## src/rtl/cpt_pkg.sv

```systemverilog
// Shared types and elaboration-time helpers for the cpt_* modulo counter family.
package cpt_pkg;

  typedef enum logic {
    DIR_DOWN = 1'b0,
    DIR_UP   = 1'b1
  } cpt_dir_t;

  function automatic int clog2(input int value);
    int result;
    int rem;
    result = 0;
    rem    = value - 1;
    while (rem > 0) begin
      result = result + 1;
      rem    = rem >> 1;
    end
    return result;
  endfunction

  // Ceiling log2 keeps the modulo check free of 2**size overflow for wide counters.
  function automatic bit modulo_ok(input int size, input int modulo);
    return (size >= 1) && (modulo >= 2) && (clog2(modulo) <= size);
  endfunction

  function automatic bit reset_ok(input int rst_value, input int modulo);
    return (rst_value >= 0) && (rst_value < modulo);
  endfunction

endpackage

```

## src/rtl/cpt_next_val.sv

```systemverilog
// Combinational next-count and limit detect for one modulo counter stage.
// With CPT_SATURATE_EN defined the stage holds at the range limits instead of wrapping.
module cpt_next_val
  import cpt_pkg::*;
#(
  parameter int OUTPUT_SIZE  = 4,
  parameter int MODULO_VALUE = 10
) (
  input  logic [OUTPUT_SIZE-1:0] q,
  input  cpt_dir_t               dir,
  output logic [OUTPUT_SIZE-1:0] next_q,
  output logic                   wrap
);

  localparam int                     W1      = OUTPUT_SIZE + 1;
  localparam logic [W1-1:0]          MOD_EXT = W1'(MODULO_VALUE);
  localparam logic [OUTPUT_SIZE-1:0] MAX_VAL = OUTPUT_SIZE'(MODULO_VALUE - 1);
  localparam logic [OUTPUT_SIZE-1:0] ZERO    = {OUTPUT_SIZE{1'b0}};
  localparam logic [OUTPUT_SIZE-1:0] ONE     = OUTPUT_SIZE'(1);

  logic [W1-1:0]          inc_s;
  logic [OUTPUT_SIZE-1:0] dec_s;
  logic                   at_top_s;
  logic                   at_bottom_s;

  // One extra bit so a full binary range (modulo = 2**size) compares correctly.
  assign inc_s       = {1'b0, q} + W1'(1);
  assign dec_s       = q - ONE;
  assign at_top_s    = (inc_s == MOD_EXT);
  assign at_bottom_s = (q == ZERO);

  // Select next value and limit event from the counting direction.
  always_comb begin
    next_q = q;
    wrap   = 1'b0;
    case (dir)
      DIR_UP: begin
`ifdef CPT_SATURATE_EN
        next_q = at_top_s ? q : inc_s[OUTPUT_SIZE-1:0];
`else
        next_q = at_top_s ? ZERO : inc_s[OUTPUT_SIZE-1:0];
`endif
        wrap   = at_top_s;
      end
      DIR_DOWN: begin
`ifdef CPT_SATURATE_EN
        next_q = at_bottom_s ? q : dec_s;
`else
        next_q = at_bottom_s ? MAX_VAL : dec_s;
`endif
        wrap   = at_bottom_s;
      end
      default: begin
        next_q = q;
        wrap   = 1'b0;
      end
    endcase
  end

endmodule

```

## src/rtl/cpt_nbits_updown.sv

```systemverilog
// Up/down modulo-N counter with set, load, terminal count and wrap/overflow flags.
// Define CPT_SATURATE_EN to hold at the limits instead of wrapping (Wrap then never pulses).
module cpt_nbits_updown
  import cpt_pkg::*;
#(
  parameter int OUTPUT_SIZE  = 4,
  parameter int MODULO_VALUE = 10,
  parameter int RESET_VALUE  = 0
) (
  input  logic                   Clk,
  input  logic                   nReset,
  input  logic                   nSet,
  input  logic                   Load,
  input  logic [OUTPUT_SIZE-1:0] LoadVal,
  input  logic                   En,
  input  logic                   Up,
  input  logic                   ClrOvf,
  output logic [OUTPUT_SIZE-1:0] Q,
  output logic                   Tc,
  output logic                   Wrap,
  output logic                   Ovf,
  output logic                   LoadErr
);

  localparam int                     W1      = OUTPUT_SIZE + 1;
  localparam logic [W1-1:0]          MOD_EXT = W1'(MODULO_VALUE);
  localparam logic [OUTPUT_SIZE-1:0] MAX_VAL = OUTPUT_SIZE'(MODULO_VALUE - 1);
  localparam logic [OUTPUT_SIZE-1:0] RST_VAL = OUTPUT_SIZE'(RESET_VALUE);
`ifdef CPT_SATURATE_EN
  localparam logic WRAP_PULSE = 1'b0;
`else
  localparam logic WRAP_PULSE = 1'b1;
`endif

  if (!modulo_ok(OUTPUT_SIZE, MODULO_VALUE)) begin : g_bad_modulo
    $error("cpt_nbits_updown: MODULO_VALUE out of range for OUTPUT_SIZE");
  end
  if (!reset_ok(RESET_VALUE, MODULO_VALUE)) begin : g_bad_reset
    $error("cpt_nbits_updown: RESET_VALUE must be below MODULO_VALUE");
  end

  logic [OUTPUT_SIZE-1:0] q_r;
  logic [OUTPUT_SIZE-1:0] q_nxt_s;
  logic [OUTPUT_SIZE-1:0] cnt_next_s;
  logic                   cnt_wrap_s;
  logic                   wrap_r;
  logic                   wrap_nxt_s;
  logic                   ovf_r;
  logic                   ovf_nxt_s;
  logic                   ovf_kept_s;
  logic                   load_err_r;
  logic                   load_err_nxt_s;
  logic                   load_ok_s;
  cpt_dir_t               dir_s;

  assign dir_s      = Up ? DIR_UP : DIR_DOWN;
  assign load_ok_s  = ({1'b0, LoadVal} < MOD_EXT);
  assign ovf_kept_s = ovf_r & ~ClrOvf;

  cpt_next_val #(
    .OUTPUT_SIZE (OUTPUT_SIZE),
    .MODULO_VALUE(MODULO_VALUE)
  ) u_next_val (
    .q     (q_r),
    .dir   (dir_s),
    .next_q(cnt_next_s),
    .wrap  (cnt_wrap_s)
  );

  // Terminal count depends only on En, Up and Q so stages can cascade in one cycle.
  assign Tc      = En & cnt_wrap_s;
  assign Q       = q_r;
  assign Wrap    = wrap_r;
  assign Ovf     = ovf_r;
  assign LoadErr = load_err_r;

  // Priority mux: set over load over count; a wrap on the same edge beats ClrOvf.
  always_comb begin
    q_nxt_s        = q_r;
    wrap_nxt_s     = 1'b0;
    ovf_nxt_s      = ovf_kept_s;
    load_err_nxt_s = 1'b0;
    if (!nSet) begin
      q_nxt_s = MAX_VAL;
    end else if (Load) begin
      q_nxt_s        = load_ok_s ? LoadVal : MAX_VAL;
      load_err_nxt_s = ~load_ok_s;
    end else if (En) begin
      q_nxt_s    = cnt_next_s;
      wrap_nxt_s = cnt_wrap_s & WRAP_PULSE;
      ovf_nxt_s  = ovf_kept_s | cnt_wrap_s;
    end else begin
      q_nxt_s = q_r;
    end
  end

  // State and flag registers with synchronous active-low reset.
  always_ff @(posedge Clk) begin
    if (!nReset) begin
      q_r        <= RST_VAL;
      wrap_r     <= 1'b0;
      ovf_r      <= 1'b0;
      load_err_r <= 1'b0;
    end else begin
      q_r        <= q_nxt_s;
      wrap_r     <= wrap_nxt_s;
      ovf_r      <= ovf_nxt_s;
      load_err_r <= load_err_nxt_s;
    end
  end

endmodule

```

## config.mk

```make
export PLATFORM = sky130hd
export DESIGN_NAME = cpt_nbits_updown
export DESIGN_NICKNAME = d
export VERILOG_FILES = /design/src/rtl/cpt_pkg.sv /design/src/rtl/cpt_next_val.sv /design/src/rtl/cpt_nbits_updown.sv
export SDC_FILE = /design/constraint.sdc
export NUM_CORES = 1
export LEC_CHECK = 0
export CORE_AREA = 2 2 46 48
export CTS_CLUSTER_DIAMETER = 100
export CTS_CLUSTER_SIZE = 40
export DETAILED_ROUTE_END_ITERATION = 10
export DIE_AREA = 0 0 48 50
export PLACE_DENSITY = 0.64
export SYNTH_ARGS = -nofsm -noshare
export SYNTH_HDL_FRONTEND = slang
export SYNTH_SLANG_ARGS = --single-unit
```

## constraint.sdc

```tcl
create_clock -name Clk -period 1.8 [get_ports Clk]
set_clock_uncertainty 0.15 [all_clocks]
set_input_delay 0.36 -clock Clk [delete_from_list [all_inputs] [get_ports Clk]]
set_output_delay 0.36 -clock Clk [all_outputs]
set_load 0.03 [all_outputs]
```

==> results of run 1 <==
## where the power goes
part           leakage, nW  internal [W]  total [W]  switching (W)
Combinational        0.335      0.000102   0.000189      0.0000861
Clock               0.0150     0.0000845   0.000140      0.0000555
Sequential          0.0592      0.000162   0.000177      0.0000155
Total                0.409      0.000349   0.000506       0.000157
## what timing repair did
| item | 4_1_cts | 5_1_grt |
|---|---|---|
| hold buffers | 0 | 0 |
| resized for setup | 16 | 1 |
| setup endpoints to repair | 6 | 3 |
| setup buffers | 2 | 1 |
| pin swaps | 5 | 3 |
| cloned | 0 | 0 |
## worst max-delay path, delay by kind of cell, from the launching register on
kind / cells / cell delay (ns)
flip-flops: 1 / 0.38
adder cells (fa/ha/maj): 1 / 0.18
AO/OA/AOI/OAI: 2 / 0.43
buffers and inverters: 1 / 0.13
AND/OR/NAND/NOR: 2 / 0.17
## synth_stat cells, types with 2 or more instances
cell type  instances  share of area [%]
nand2_1            7                4.8
dfxtp_1            7                 26
nor3_1             2                1.8
o21a_1             2                2.7
inv_1              7                4.8
nor2b_1            4                4.6
nand3b_1           2                2.7
clkbuf_1           2                1.4
o21ai_0            5                4.6
nor2_1             6                4.1
ha_1               3                6.9
a21oi_1            2                1.8
## logic make-up (layout without fill, tap and decap cells)
group / Yosys count / in the layout / synth area share (%)
and+or+nand+nor: 26 / 26 / 25.86
AOI/OAI and AO/OA: 22 / 22 / 32.50
buffers and inverters: 10 / 45 / 7.094
DFF: 7 / 7 / 25.63
adders and majority gates: 3 / 3 / 6.866
muxes: 1 / 1 / 2.059
## final timing paths
path                            cells past startpoint           endpoint  slack [ns]
worst max-delay path                                6                 Tc       -0.25
worst min-delay path                                2     Ovf$_SDFF_PN0_        0.33
worst max register to register                      7  Q[1]$_SDFFE_PN0P_       -0.16
worst min register to register                      2     Ovf$_SDFF_PN0_        0.33
## cell type report
class | instances | area share, %
Clock buffer | 4 | 2.638
Inverter | 7 | 2.889
Multi-Input combinational cell | 52 | 45.48
Sequential cell | 7 | 15.08
Tap cell | 27 | 3.392
Timing Repair Buffer | 34 | 30.53
## through the flow
step / setup TNS, ns / util [%] / instances / worst slack, ns / cell area [um^2]
detailed placement: -0.6389 / 46.45 / 124 / -0.1851 / 883.3
global route: -0.6595 / 52.37 / 131 / -0.2982 / 996.0
floorplan: 0 / - / 69 / 0.01055 / 586.8
global placement: -0.6315 / 46.45 / 124 / -0.1795 / 883.3
finish: -0.5034 / 52.37 / 131 / -0.2546 / 996.0
CTS: -0.3317 / 51.78 / 130 / -0.2850 / 984.7
## metal layers
layer / GRT usage (%) / up-vias
li1: - / 326
met1: 16.92 / 293
met2: 23.78 / 12
met3: 1.099 / 2
met4: 8.108 / 0
met5: 0 / -
## registers in the layout, summed over array words and instances (netlist names)
signal / count
LoadErr: 1
Ovf: 1
Q: 4
Wrap: 1
## cells in the final DEF, fill, tap and decap left out, types with 2 or more instances in the layout
master,synthesis,final
buf_4,0,14
clkdlybuf4s50_1,0,13
nand2_1,7,7
inv_1,7,6
nor2_1,6,6
o21ai_0,5,5
dlygate4sd2_1,0,4
dfxtp_1,7,3
nor2b_4,0,3
ha_4,0,3
clkbuf_4,0,3
buf_6,0,3
dfxtp_4,0,2
dfxtp_2,0,2
nor3_1,2,2
o21a_1,2,2
nand3b_1,2,2
==> flow_summary.yaml, run 1 <==
global_route:
  grtUsageTotal_pct: 14.29
  gr-total-overflow: 0
  grt_pass1_vias: 595
  antenna_found_initial: 0
  grt_pass1_wl_um: 2449
  grt_max_degree: 10
sta:
  setup_viol: 3
  rsz0062_at_grt: "yes"
  fin_crit_sh_pct: 114.1
  fmax_mhz: 486.7
  final_max_slew_viol_count: 0
  setup_slack_ns: -0.2546
  maxSlewHeadroom_pct: 79.15
  worstMarginPinSlew_ns: 0.3088
  period_needed_ns: 2.055
  hold_ws_ns: 0.3279
  hold_viol: 0
synthesis:
  synth_area_um2: 546.8
  ys_async_sr_fraction_pct: 0
  synth_warnings: 0
  ys_types: 32
  synth-edff-count: 0
  synth-seq-cells: 7
  ys.flop_type: "dfxtp_1"
  synth_cells: 69
  syn_avg_cell_area_um2: 7.924
  ys_seq_area_share_pct: 25.63
  synth_fp_nets: 83
final_layout:
  seq_area_um2: 150.1
  drive_above_1_share_pct: 35.58
  final_nets: 119
  num_antenna_cells: 0
  multi_input_area_um2: 452.9
  area_growth_pct: 82.15
  fillers: 188
cts:
  clock-root-buffer: "clkbuf_4"
  h-tree-depth: 1
  cts_buffer_depth: 2
  cts.sinks: 7
  cts_tree: "done"
  numCtsBuffers: 3
  path_clk_slew_ns: 0.05
  insertion_delay_ns: 0.25
pwr:
  leakagePower_nw: 0.4090
  finalPower_w: 0.0005057
  power.density_nw_per_um2: 507.7
  ir_worst_vdd_mv: 0.4130
critical_path:
  crit_arrival_ns: 1.54
  worstPathCellList: "ha_4 -> nor2b_4 -> a32o_2 -> a21oi_4 -> nor2b_4 -> buf_6"
  cp_slowest_cell: "dfxtp_4"
  start_kind: "flip-flop"
  worstSetupPathType: "flip-flop to output pin"
  cp_max_fo: 7
  max_stage_delay_ns: 0.38
  critical_path_required_ns: 1.29
  worstReg2RegStart: "Q[0]$_SDFFE_PN0P_"
  cp-end-kind: "output pin"
  crit_start: "Q[0]$_SDFFE_PN0P_"
  cpMostUsedCell: "nor2b_4"
route:
  detail-route-antenna-nets: 0
  met1_length_um: 742
  vias: 633
  drc: 0
  wl_per_cell_um: 12.34
  drt_iter0_drc: 19
  first_pass_iters: 4
  wirelength_um: 1617
  top_layer: "met4"
  met2WireLength_um: 809
  dr_wl_met3_um: 45
  vias_per_cell: 4.832
floorplanning:
  core.rowCount: 16
  die_w_um: 48
  pin_count: 19
  die_y_um: 50
  die_area_um2: 2400
  initial_core_util_pct: 28.75
  coreArea_um2: 1902
placement:
  portBuffers: 18
  routabilityCongestion: 0.8325
  hpwlAfterDp_um: 1235
job:
  maxCapViolCount: 0
status:
  violations: "negative setup slack"
  status: "complete, but fails checks"
hold_path:
  worstHoldStart: "Ovf$_SDFF_PN0_"
  hold_class: "flip-flop to flip-flop"
No activity file was read; power rests on OpenSTA's default activity.
==> run 2: changes to the inputs <==
--- a/config.mk
+++ b/config.mk
@@ -7,7 +7,6 @@
 export LEC_CHECK = 0
 export CORE_AREA = 2 2 46 48
 export CTS_CLUSTER_DIAMETER = 100
-export CTS_CLUSTER_SIZE = 40
 export DETAILED_ROUTE_END_ITERATION = 10
 export DIE_AREA = 0 0 48 50
 export PLACE_DENSITY = 0.64
==> results of run 2 <==
The final DEF is identical to that of run 1; final timing and power are the same.
==> run 3: changes to the inputs <==
--- a/config.mk
+++ b/config.mk
@@ -9,7 +9,7 @@
 export CTS_CLUSTER_DIAMETER = 100
 export DETAILED_ROUTE_END_ITERATION = 10
 export DIE_AREA = 0 0 48 50
-export PLACE_DENSITY = 0.64
+export MAX_ROUTING_LAYER = met4
 export SYNTH_ARGS = -nofsm -noshare
 export SYNTH_HDL_FRONTEND = slang
 export SYNTH_SLANG_ARGS = --single-unit
==> flow_summary.yaml, run 3 (synthesized netlist as in run 1, its figures left out) <==
sta:
  hold_ws_ns: 0.3330
  hold_viol: 0
  maxSlewHeadroom_pct: 77.39
  rsz0062_at_grt: "yes"
  tns_ns: -0.5381
  fmax_mhz: 485.3
  fin_crit_sh_pct: 114.5
  setup_slack_ns: -0.2608
  setup_viol: 3
  worstMarginPinSlew_ns: 0.3350
  final_max_slew_viol_count: 0
  period_needed_ns: 2.061
route:
  detail-route-antenna-nets: 0
  wl_per_cell_um: 12.42
  drc: 0
  first_pass_iters: 4
  wirelength_um: 1664
  vias: 659
  drt_iter0_drc: 8
  vias_per_cell: 4.918
floorplanning:
  coreArea_um2: 1902
  die_w_um: 48
  core.rowCount: 16
  die_y_um: 50
  pin_count: 19
  die_area_um2: 2400
  initial_core_util_pct: 28.75
cts:
  h-tree-depth: 1
  clock-root-buffer: "clkbuf_4"
  cts.sinks: 7
  numCtsBuffers: 3
  path_clk_slew_ns: 0.06
  cts_buffer_depth: 2
  insertion_delay_ns: 0.26
  cts_tree: "done"
  cts_hold_buf: 0
global_route:
  grt_pass1_vias: 597
  grt_pass1_wl_um: 2601
  grt_max_degree: 10
  gr-total-overflow: 0
  grtUsageTotal_pct: 15.87
  antenna_found_initial: 0
pwr:
  ir_worst_vdd_mv: 0.2750
  cell_internal_pwr_w: 0.0003506
  p_sw_share_pct: 32.04
  leakagePower_nw: 0.4452
  combPwrFrac_pct: 37.3
  power.density_nw_per_um2: 504.7
  p_clk_share_pct: 28.8
  seqPwrFrac_pct: 33.9
  switching_power_w: 0.0001653
  finalPower_w: 0.0005160
final_layout:
  final_nets: 122
  largest_register_ff_count: 4
  num_antenna_cells: 0
  post-route-util_pct: 53.75
  area_growth_pct: 86.96
  mostFrequentLayoutCell: "buf_4"
  final_cell_mix: "buf_4, clkdlybuf4s50_1, nand2_1"
  final_cells: 134
  drive_above_1_share_pct: 36.45
status:
  status: "complete, but fails checks"
  violations: "negative setup slack"
job:
  maxCapViolCount: 0
critical_path:
  cp_max_fo: 4
  crit_arrival_ns: 1.55
  worstSetupPathType: "flip-flop to output pin"
  critical_path_required_ns: 1.29
  cp-end-kind: "output pin"
  start_kind: "flip-flop"
placement:
  dp.cells: 125
  hpwlAfterDp_um: 1193
  portBuffers: 18
  routabilityCongestion: 0.8047
hold_path:
  hold_class: "flip-flop to flip-flop"
## run 3: cell types whose count changed in the layout (fill, tap and decap cells not counted), sizes merged
cell,before,now
buf,17,20
dlymetal6s2s,0,1
clkdlybuf4s50,13,12
## run 3: through the flow
step           setup WS, ns  cell area, um^2
2_1_floorplan       0.01055            586.8
3_3_place_gp        -0.1978            890.9
3_5_place_dp        -0.1981            890.9
4_1_cts             -0.3006             1001
5_1_grt             -0.3088             1022
6_report            -0.2608             1022
## run 3: final timing paths
kind                                   startpoint                 to  slack (ns)  depth (start not counted)
worst max-delay path            Q[1]$_SDFFE_PN0P_                 Tc       -0.26                          7
worst min register to register     Ovf$_SDFF_PN0_     Ovf$_SDFF_PN0_        0.33                          2
worst min-delay path               Ovf$_SDFF_PN0_     Ovf$_SDFF_PN0_        0.33                          2
worst max register to register  Q[1]$_SDFFE_PN0P_  Q[1]$_SDFFE_PN0P_       -0.19                          8
## run 3: critical path, cell delays in order (launching register included)
cell     delay (ns)
dfxtp_4        0.38
inv_4          0.04
ha_4           0.15
nor2b_4        0.12
a32o_2         0.26
a21oi_4        0.16
nor2b_4        0.05
buf_6          0.13
## run 3: metal layers
| metal | vias to the layer above | GRT usage, % | routed length [um] |
|---|---|---|---|
| met5 | - | - | 0 |
| met4 | 0 | 8.108 | 40 |
| met3 | 5 | 3.297 | 72 |
| met2 | 21 | 24.44 | 839 |
| met1 | 297 | 18.72 | 712 |
| li1 | 336 | - | - |
## run 3: timing repair
item                                    in CTS  in global routing
pin swaps                                    5                  4
buffers inserted                             3                  3
gates resized for setup                     14                  2
endpoints found under the setup margin       6                  4
## run 3: final cells by class
class / count / area [um^2]
Inverter: 7 / 28.78
Sequential cell: 7 / 150.1
Fill cell: 182 / 879.6
Tap cell: 27 / 33.78
Timing Repair Buffer: 37 / 337.8
Multi-Input combinational cell: 52 / 445.4
Clock buffer: 4 / 26.28
## run 3: power by group through the flow
stage / registers, W / clock network (W) / logic (W)
after global placement: 0.000176 / 0 / 0.000170
after detailed placement: 0.000175 / 0 / 0.000171
after floorplan: 0.000187 / 0 / 0.0000795
final: 0.000175 / 0.000149 / 0.000192
after global routing: 0.000176 / 0.000162 / 0.000207
after CTS: 0.000175 / 0.000153 / 0.000185
